[src/rtl/spi_tuning_rx.sv]
// SPI mode-0 slave that receives {voice, code} tuning frames and issues them to the DDS in slot 0.
// Optional MISO readback of the last committed frame is enabled by defining SPI_MISO_ECHO_EN.
module spi_tuning_rx #(
  parameter int unsigned VOICE_W     = 8,
  parameter int unsigned CODE_W      = 32,
  parameter int unsigned SYNC_STAGES = 2
) (
  input  logic               i_clk,
  input  logic               i_reset,
  input  logic               i_sclk,
  input  logic               i_mosi,
  input  logic               i_cs_n,
  input  logic [1:0]         i_pipeline_state,
  output logic               o_SPI_flag,
  output logic [CODE_W-1:0]  o_SPI_tuning_code,
  output logic [VOICE_W-1:0] o_SPI_voice_index,
  output logic               o_frame_err,
  output logic               o_overrun,
  output logic               o_miso
);

  localparam int unsigned FRAME_BITS = VOICE_W + CODE_W;
  localparam int unsigned CNT_W      = $clog2(FRAME_BITS + 2);
  localparam logic [CNT_W-1:0] CntFull = CNT_W'(FRAME_BITS);
  localparam logic [CNT_W-1:0] CntSat  = CNT_W'(FRAME_BITS + 1);

  typedef enum logic [1:0] {StIdle, StShift, StCommit} state_e;

  logic [SYNC_STAGES-1:0] sclk_sync_q, sclk_sync_d;
  logic [SYNC_STAGES-1:0] mosi_sync_q, mosi_sync_d;
  logic [SYNC_STAGES-1:0] cs_sync_q, cs_sync_d;
  logic [SYNC_STAGES-1:0] flush_q, flush_d;
  logic                   sclk_dly_q;
  logic                   armed_q, armed_d;
  state_e                 state_q, state_d;
  logic [CNT_W-1:0]       cnt_q, cnt_d;
  logic [FRAME_BITS-1:0]  shift_q, shift_d;
  logic [VOICE_W-1:0]     hold_voice_q, hold_voice_d;
  logic [CODE_W-1:0]      hold_code_q, hold_code_d;
  logic [VOICE_W-1:0]     out_voice_q, out_voice_d;
  logic [CODE_W-1:0]      out_code_q, out_code_d;
  logic                   pending_q, pending_d;
  logic                   flag_last_q;
  logic                   frame_err_q, frame_err_d;
  logic                   overrun_q, overrun_d;

  logic sclk_s, mosi_s, cs_n_s, sclk_rise, commit, issue;

  assign sclk_s    = sclk_sync_q[SYNC_STAGES-1];
  assign mosi_s    = mosi_sync_q[SYNC_STAGES-1];
  assign cs_n_s    = cs_sync_q[SYNC_STAGES-1];
  assign sclk_rise = sclk_s & ~sclk_dly_q;
  assign commit    = (state_q == StCommit);
  // flag_last_q guard keeps the strobe single-cycle even if slot 0 is held.
  assign issue     = pending_q & (i_pipeline_state == 2'd0) & ~flag_last_q;

  always_comb begin
    sclk_sync_d = {sclk_sync_q[SYNC_STAGES-2:0], i_sclk};
    mosi_sync_d = {mosi_sync_q[SYNC_STAGES-2:0], i_mosi};
    cs_sync_d   = {cs_sync_q[SYNC_STAGES-2:0], i_cs_n};
    flush_d     = {flush_q[SYNC_STAGES-2:0], 1'b1};
  end

  // Arm only once the synchronisers reflect the pin and cs_n has been seen high,
  // so a chip select already low at reset release is ignored.
  always_comb begin
    state_d     = state_q;
    cnt_d       = cnt_q;
    shift_d     = shift_q;
    frame_err_d = 1'b0;
    armed_d     = armed_q | (flush_q[SYNC_STAGES-1] & cs_n_s);
    case (state_q)
      StIdle: begin
        if (armed_q && !cs_n_s) begin
          state_d = StShift;
          cnt_d   = '0;
        end
      end
      StShift: begin
        if (cs_n_s) begin
          if (cnt_q == CntFull) begin
            state_d = StCommit;
          end else begin
            frame_err_d = 1'b1;
            state_d     = StIdle;
          end
        end else if (sclk_rise) begin
          shift_d = {shift_q[FRAME_BITS-2:0], mosi_s};
          if (cnt_q != CntSat) begin
            cnt_d = cnt_q + 1'b1;
          end
        end
      end
      StCommit: state_d = StIdle;
      default:  state_d = StIdle;
    endcase
  end

  always_comb begin
    hold_voice_d = hold_voice_q;
    hold_code_d  = hold_code_q;
    out_voice_d  = out_voice_q;
    out_code_d   = out_code_q;
    pending_d    = pending_q;
    overrun_d    = overrun_q;
    if (issue) begin
      out_voice_d = hold_voice_q;
      out_code_d  = hold_code_q;
      pending_d   = 1'b0;
    end
    // A commit coinciding with an issue refills the holding regs; pending stays set.
    if (commit) begin
      hold_voice_d = shift_q[FRAME_BITS-1 -: VOICE_W];
      hold_code_d  = shift_q[CODE_W-1:0];
      pending_d    = 1'b1;
      if (pending_q && !issue) begin
        overrun_d = 1'b1;
      end
    end
  end

  always_ff @(posedge i_clk or posedge i_reset) begin
    if (i_reset) begin
      sclk_sync_q  <= '0;
      mosi_sync_q  <= '0;
      cs_sync_q    <= '1;
      flush_q      <= '0;
      sclk_dly_q   <= 1'b0;
      armed_q      <= 1'b0;
      state_q      <= StIdle;
      cnt_q        <= '0;
      shift_q      <= '0;
      hold_voice_q <= '0;
      hold_code_q  <= '0;
      out_voice_q  <= '0;
      out_code_q   <= '0;
      pending_q    <= 1'b0;
      flag_last_q  <= 1'b0;
      frame_err_q  <= 1'b0;
      overrun_q    <= 1'b0;
    end else begin
      sclk_sync_q  <= sclk_sync_d;
      mosi_sync_q  <= mosi_sync_d;
      cs_sync_q    <= cs_sync_d;
      flush_q      <= flush_d;
      sclk_dly_q   <= sclk_s;
      armed_q      <= armed_d;
      state_q      <= state_d;
      cnt_q        <= cnt_d;
      shift_q      <= shift_d;
      hold_voice_q <= hold_voice_d;
      hold_code_q  <= hold_code_d;
      out_voice_q  <= out_voice_d;
      out_code_q   <= out_code_d;
      pending_q    <= pending_d;
      flag_last_q  <= issue;
      frame_err_q  <= frame_err_d;
      overrun_q    <= overrun_d;
    end
  end

  assign o_SPI_flag        = issue;
  assign o_SPI_voice_index = issue ? hold_voice_q : out_voice_q;
  assign o_SPI_tuning_code = issue ? hold_code_q : out_code_q;
  assign o_frame_err       = frame_err_q;
  assign o_overrun         = overrun_q;

`ifdef SPI_MISO_ECHO_EN
  logic [FRAME_BITS-1:0] echo_q, echo_d;
  logic                  sclk_fall;

  assign sclk_fall = ~sclk_s & sclk_dly_q;

  // While idle the echo register tracks the holding regs so the MSB is ready at cs_n fall.
  always_comb begin
    echo_d = echo_q;
    if (state_q == StIdle) begin
      echo_d = {hold_voice_q, hold_code_q};
    end else if (state_q == StShift && !cs_n_s && sclk_fall) begin
      echo_d = {echo_q[FRAME_BITS-2:0], 1'b0};
    end
  end

  always_ff @(posedge i_clk or posedge i_reset) begin
    if (i_reset) begin
      echo_q <= '0;
    end else begin
      echo_q <= echo_d;
    end
  end

  assign o_miso = echo_q[FRAME_BITS-1];
`else
  assign o_miso = 1'b0;
`endif

endmodule

[config.mk]
export PLATFORM = sky130hd
export DESIGN_NAME = spi_tuning_rx
export DESIGN_NICKNAME = d
export VERILOG_FILES = /design/src/rtl/spi_tuning_rx.sv
export SDC_FILE = /design/constraint.sdc
export NUM_CORES = 1
export LEC_CHECK = 0
export CORE_ASPECT_RATIO = 0.75
export CORE_MARGIN = 3
export CORE_UTILIZATION = 35
export CTS_CLUSTER_SIZE = 24
export DETAILED_ROUTE_END_ITERATION = 6
export RECOVER_POWER = 100
export SYNTH_ARGS = -nofsm -noshare
export SYNTH_HDL_FRONTEND = slang
export SYNTH_SLANG_ARGS = --single-unit
[constraint.sdc]
create_clock -name i_clk -period 5.52 [get_ports i_clk]
set_clock_uncertainty 0.05 [all_clocks]
set_input_delay 1.104 -clock i_clk [delete_from_list [all_inputs] [get_ports i_clk]]
set_output_delay 1.104 -clock i_clk [all_outputs]
set_load 0.01 [all_outputs]
==> results of run 1 <==
## metal layers
| layer | vias up | wire length [µm] |
|---|---|---|
| li1 | 1267 | - |
| met2 | 49 | 4060 |
| met5 | - | 0 |
| met4 | 0 | 175 |
| met3 | 12 | 283 |
| met1 | 1422 | 4240 |
## registers in the layout, summed over array words and instances (netlist names)
register      flops
cnt_q             6
armed_q           1
state_q           2
o_frame_err       1
shift_q          40
hold_code_q      32
sclk_sync_q       2
o_overrun         1
flag_last_q       1
out_code_q       32
pending_q         1
cs_sync_q         2
mosi_sync_q       2
hold_voice_q      8
sclk_dly_q        1
flush_q           2
out_voice_q       8
## critical path, cell delays in order
cell	delay [ns]
dlygate4sd3_1	0.57
nor4b_4	0.26
buf_4	0.51
mux2_1	0.41
dlygate4sd3_1	0.61
## per-stage QoR
stage	utilization, %	setup slack [ns]	area [µm²]
2_1_floorplan	-	0.560	5350
3_3_place_gp	41.0	1.12	6020
3_5_place_dp	41.0	1.08	6020
4_1_cts	45.5	1.08	6690
5_1_grt	45.4	0.525	6680
6_report	45.4	0.887	6680
## final cells by class
class | count | area [µm²] | share of cell area [%]
Sequential cell | 142 | 3560 | 53.3
Tap cell | 200 | 250 | 3.75
Timing Repair Buffer | 52 | 513 | 7.68
Inverter | 5 | 18.8 | 0.281
Clock buffer | 18 | 429 | 6.43
Multi-Input combinational cell | 164 | 1670 | 25.0
Clock inverter | 14 | 240 | 3.60
## power groups by stage
stage | combinational, mW | sequential, mW | clock (mW)
after global routing | 0.0788 | 1.08 | 1.37
final | 0.0684 | 1.07 | 1.28
after detailed placement | 0.0728 | 1.09 | 0
after floorplan | 0.0552 | 1.09 | 0
after CTS | 0.0737 | 1.07 | 1.32
after global placement | 0.0703 | 1.09 | 0
## cells in the mapped netlist (2+ instances only)
| cell | instances |
|---|---|
| nand3b_1 | 2 |
| o21ai_0 | 3 |
| mux2_1 | 5 |
| buf_6 | 4 |
| mux2_2 | 116 |
| conb_1 | 2 |
| o41ai_1 | 2 |
| inv_1 | 5 |
| ha_1 | 3 |
| nor2b_1 | 2 |
| nand2_1 | 6 |
| dfstp_2 | 2 |
| a21oi_1 | 3 |
| dfrtp_1 | 140 |
| buf_4 | 4 |
| mux2i_1 | 2 |
| nor2_1 | 2 |
| buf_2 | 6 |
| nand4_1 | 3 |
| nand2b_1 | 3 |
## path summary, 6_finish.rpt
path                                          start                    end  slack (ns)
worst max-delay path            i_pipeline_state[1]  o_SPI_tuning_code[22]        0.89
max in group asynchronous                   i_reset            shift_q[39]        1.28
worst min-delay path                     flush_q[0]             flush_q[1]        0.30
worst max register to register         cs_sync_q[1]               cnt_q[0]        2.24
min in group asynchronous                   i_reset        hold_code_q[26]        2.28
worst min register to register           flush_q[0]             flush_q[1]        0.30
## cells by family after synthesis
| family | Yosys count | synth area share, % |
|---|---|---|
| mux | 123 | 25.8 |
| other cells | 2 | 0.140 |
| simple gates | 23 | 2.83 |
| flops | 142 | 66.5 |
| compound gates | 13 | 1.68 |
| fa+ha+maj | 3 | 0.702 |
| buf+inv | 19 | 2.32 |
==> summary.md, run 1 <==
| Metric | Value |
|---|---|
| Status | complete, but fails checks |
| Failing checks | capacitance limit, slew limit |
| Distinct cells, synth | 30 |
| Crit path launch type | input pin |
| CTS H-Tree Depth | 4 |
| ANT nets after route | 0 |
| Number of I/O port buffers | 49 |
| Met2 Usage GRT | 18.1% |
| Die area | 16800 µm² |
| Worst path arrival time | 3.48 ns |
| TritonCTS clock tree | done |
| Clk Latency, worst-skew pair | 0.41 ns |
| Initial Util | 36.4% |
| Setup TNS | 0 ns |
| R2R cell count | 4 |
| Post-synthesis sequential area ratio | 66.5% |
| Mapped Area | 5350 µm² |
| First-pass GRT wire length | 15300 µm |
| IO Count | 51 |
| DRC Markers | 0 |
| Largest area contributor in the netlist | dfrtp_1 |
| Leakage | 3.45 nW |
| Fmax | 0.216 GHz |
| Drt wl/cell | 14.7 µm |
| Synth Flop Type | dfrtp_1 |
| Iteration-0 DRC Markers | 101 |
| Worst slew pin tran | 3.24 ns |
| Internal | 1.94 mW |
| RSZ-0062 raised after global routing | false |
| Tcrit/Tclk final | 83.9% |
| Gr usage total | 11.6% |
| Total vias in the final route | 2750 |
| Postcts setup bufs | 0 |
| Clock buffer depth | 2 |
| Largest net degree at the start of global routing | 88 |
| Synth Area per Inst | 16.5 µm² |
| Detailed Route WL | 8750 µm |
| GR peak layer | met2 |
| Max_cap viols | 3 |
| Max-slew violation count | 173 |
| Gp weighted congestion | 0.760 |
| Final setup viols | 0 |
| Asr flop ratio synth | 100% |
| Hold Path Cell Cnt | 0 |
| Sink Count | 142 |
| Die Y | 113 µm |
| Final net count | 392 |
| Slew headroom | -116% |
| DP Cell Count | 563 |
| Req. time, crit path | 4.37 ns |
| Synth Register Bits | 142 |
| Post-route insts no fill | 595 |
| Core area | 14700 µm² |
| CP max FO | 43 |
| Hold Crit Class | register to register |
| Min Hold Slack | 0.300 ns |
| Post-Syn Nets | 335 |
| Synth Instances | 325 |
| Row count | 38 |
| Gr ovfl total | 0 |
| Tot Pwr | 2.42 mW |
| Leading cell type in the layout, fill and taps excluded | dfrtp_1 |
| Hold Buf Count CTS | 0 |
| Synth area leaders | dfrtp_1 (65%), mux2_2 (24%), mux2_1 (1.1%), dfstp_2 (0.98%), buf_6 (0.84%) |
| Synth top area share | 65.5% |
| Clock network power share | 52.8% |
| HPWL Detailed | 5160 µm |
| Die Width | 149 µm |
| # diodes | 0 |
| Post-CTS sizing | 0 |
| Drt pass-1 iters | 4 |
| Sw Share | 20.1% |
| Worst VDD drop | 189 µV |
| Met1 usage | 14.7% |
| Power per Cell Area | 363 nW/µm² |
| Share of cells above drive strength 1 | 32.9% |
| Min cycle time layout | 4.63 ns |
| Hold Vio Cnt, Final | 0 |
| Vias/cell | 4.62 |
| Switching power | 487 µW |
| Crit path kind | input pin to primary output |
| Gate power share | 2.8% |
| Yosys Warn Count | 0 |
| Most frequent cells in the layout | dfrtp_1 (140), mux2_2 (94), dlygate4sd3_1 (48) |
| Sequential share of power | 44.3% |
| Reg clk slew, reported paths | 0.06 ns |
| Met3 GRT Util | 3.60% |
| TritonCTS buffer count | 17 |
| CP endpoint kind | primary output |
| CTS root buffer | clkbuf_16 |
| FILL cells | 1300 |
| Initial antenna violation count | 0 |
| Area Growth Syn to Fin | 24.8% |
| Post-synth EDFFs | 0 |
| Vias in the first global route | 3083 |
(Power assumes the default switching activity.)
==> inputs of run 2 (changes only) <==
==> constraint.sdc (replaced) <==
create_clock -name i_clk -period 4.73 [get_ports i_clk]
set_clock_uncertainty 0.05 [all_clocks]
set_input_delay 0.946 -clock i_clk [delete_from_list [all_inputs] [get_ports i_clk]]
set_output_delay 0.946 -clock i_clk [all_outputs]
set_load 0.01 [all_outputs]
==> run 2 against run 1 <==
Effect of this change: the run still ends with capacitance limit, slew limit left; final cell count is 0.17% lower; wire length shrank 5.4%; worst setup slack got worse by 0.34 ns; critical path type unchanged.
==> summary.md, run 2 (synthesis results as in run 1) <==
| Metric | Value |
|---|---|
| Slew headroom | -40.4% (+75 points) |
| # diodes | 0 (unchanged) |
| Met1 usage | 14.8% (+0.072 points) |
| Post-CTS sizing | 0 (unchanged) |
| CP endpoint kind | primary output |
| R2R cell count | 4 (unchanged) |
| Gr ovfl total | 0 (unchanged) |
| Area Growth Syn to Fin | 23.1% |
| Vias in the first global route | 2909 (-5.6%) |
| Max_cap viols | 2 (-1) |
| Worst slew pin tran | 2.11 ns (-1.13 ns) |
| Sink Count | 142 (unchanged) |
| Die area | 16800 µm² (unchanged) |
| Hold Path Cell Cnt | 0 (unchanged) |
| Drt wl/cell | 13.9 µm (-5.2%) |
| TritonCTS clock tree | done |
| Hold Crit Class | register to register |
| Core area | 14700 µm² (unchanged) |
| Final Cell Area | 6580 µm² (-1.4%) |
| Power per Cell Area | 394 nW/µm² (+8.5%) |
| DRC Markers | 0 (unchanged) |
| Register-to-register setup slack | 1.41 ns (-0.83 ns) |
| Clk Latency, worst-skew pair | 0.40 ns (about the same) |
| Gr usage total | 10.8% (-0.80 points) |
| Postcts setup bufs | 0 (unchanged) |
| Die Width | 149 µm (unchanged) |
| Largest net degree at the start of global routing | 143 (+63%) |
| Total vias in the final route | 2740 (-0.36%) |
| Status | complete, but fails checks |
| CTS H-Tree Depth | 4 (unchanged) |
| Die Y | 113 µm (unchanged) |
| Max-slew violation count | 85 (-51%) |
| Initial antenna violation count | 0 (unchanged) |
| Final net count | 391 (-0.26%) |
| Drt pass-1 iters | 4 (unchanged) |
| Worst path arrival time | 3.18 ns (-0.30 ns) |
| GR peak layer | met2 |
| CP max FO | 43 (unchanged) |
| CP Cell Sequence | clkdlybuf4s50_1 > nor4b_1 > buf_12 > mux2_2 > dlygate4sd3_1 |
| CP top delay family | buffers and inverters |
| First-pass GRT wire length | 14400 µm (-6.1%) |
| CTS root buffer | clkbuf_16 |
| Crit path buffers/inverters | 3 (unchanged) |
| Leading cell type in the layout, fill and taps excluded | dfrtp_1 |
| RSZ-0062 raised after global routing | false |
| Req. time, crit path | 3.73 ns (-0.64 ns) |
| Setup TNS | 0 ns (unchanged) |
| Largest Register | shift_q |
| HPWL Detailed | 4850 µm (-6.1%) |
| Hold Vio Cnt, Final | 0 (unchanged) |
| Leakage | 3.33 nW (-3.4%) |
| Beginning of the worst hold path | sclk_sync_q[0] |
| Reg clk slew, reported paths | 0.06 ns (about the same) |
| IO Count | 51 (unchanged) |
| Max FFs per register | 40 (unchanged) |
| Worst path slowest cell | dlygate4sd3_1 |
| DP Area | 6040 µm² (+0.27%) |
| Met2 Usage GRT | 15.8% (-2.3 points) |
| Initial Util | 36.4% (unchanged) |
| ANT nets after route | 0 (unchanged) |
| Clock buffer depth | 2 (unchanged) |
| DP Cell Count | 562 (-0.18%) |
| Share of cells above drive strength 1 | 31.2% (-1.7 points) |
| Reg2Reg Launch Point | state_q[1] |
| Number of I/O port buffers | 49 (unchanged) |
| Largest regs | shift_q: 40 flops, hold_code_q: 32 flops, out_code_q: 32 flops |
| Min cycle time layout | 4.18 ns |
| Crit path launch type | input pin |
| Tcrit/Tclk final | 88.4% |
| Gp weighted congestion | 0.741 (-2.4%) |
| Reg-to-reg endpoint | cnt_q[0] |
| Most frequent cells in the layout | dfrtp_1 (140), mux2_2 (89), mux2_1 (32) |
| Detailed Route WL | 8280 µm (-5.4%) |
| Crit path kind | input pin to primary output |
| TritonCTS buffer count | 17 (unchanged) |
| Slowest cell delay on critical path | 0.60 ns (about the same) |
| Met3 GRT Util | 3.68% (+0.080 points) |
| Iteration-0 DRC Markers | 104 (+3.0%) |
| Failing checks | capacitance limit, slew limit |
| Post-route insts no fill | 594 (-0.17%) |
| Fmax | 0.239 GHz |
| Vias/cell | 4.61 (-0.20%) |
| End of the worst hold path | sclk_sync_q[1] |
| Hold Buf Count CTS | 0 (unchanged) |
| Worst VDD drop | 210 µV (+11%) |
| Final setup viols | 0 (unchanged) |
| Row count | 38 (unchanged) |
run 2: cell types whose count changed in the layout (fill, tap and decap cells not counted), sizes merged:
cell	delta
clkdlybuf4s50	+20
dlygate4sd3	-20
bufinv	-5
clkbuf	+5
clkinvlp	+3
clkinv	-2
buf	-1
inv	-1
run 2: where the power goes:
part / switching, mW / leakage, nW / internal [mW]
sequential: 0.0167 / 1.95 / 1.24
clock: 0.481 / 0.272 / 0.778
combinational: 0.0468 / 1.11 / 0.0319
total: 0.544 / 3.33 / 2.05
run 2: final cells by class:
class,instances,area (µm²)
well taps,200,250
clock buffers,23,488
repair buffers,51,531
flip-flops and latches,142,3560
clock inverters,9,83.8
multi-input cells,164,1650
fillers,1292,8110
inverters,5,20.0
run 2: routing by layer:
metal	share of wire, %	vias up
li1	-	1265
met1	50	1414
met2	44	53
met3	4.2	8
met4	1.4	0
met5	0	-
run 2: worst register-to-register path: cells and delay by family (launching register included):
kind / cells / cell delay (ns)
flops: 1 / 0.42
mux: 1 / 0.24
simple gates: 2 / 1.61
compound gates: 1 / 0.92
run 2: worst max-delay path by stage:
stage | startpoint | end | slack, ns | cells after the start
3_5_place_dp | i_pipeline_state[1] | o_SPI_tuning_code[24] | 0.82 | 5
4_1_cts | i_pipeline_state[1] | o_SPI_tuning_code[24] | 0.82 | 5
3_3_place_gp | i_pipeline_state[1] | o_SPI_tuning_code[13] | 0.84 | 5
2_1_floorplan | i_pipeline_state[1] | o_SPI_tuning_code[0] | 1.77 | 3
6_report | i_pipeline_state[1] | o_SPI_voice_index[0] | 0.55 | 5
5_1_grt | i_pipeline_state[1] | o_SPI_voice_index[5] | 0.38 | 5
run 2: metrics by stage:
stage	hold WS, ns	worst slack (ns)	util [%]	total power, mW
6_report	0.299	0.551	44.8	2.59
5_1_grt	0.314	0.385	44.8	2.70
4_1_cts	0.302	0.817	45.0	2.64
3_5_place_dp	0.288	0.822	41.1	1.36
3_3_place_gp	0.282	0.840	41.1	1.36
2_1_floorplan	0.281	1.77	-	1.34
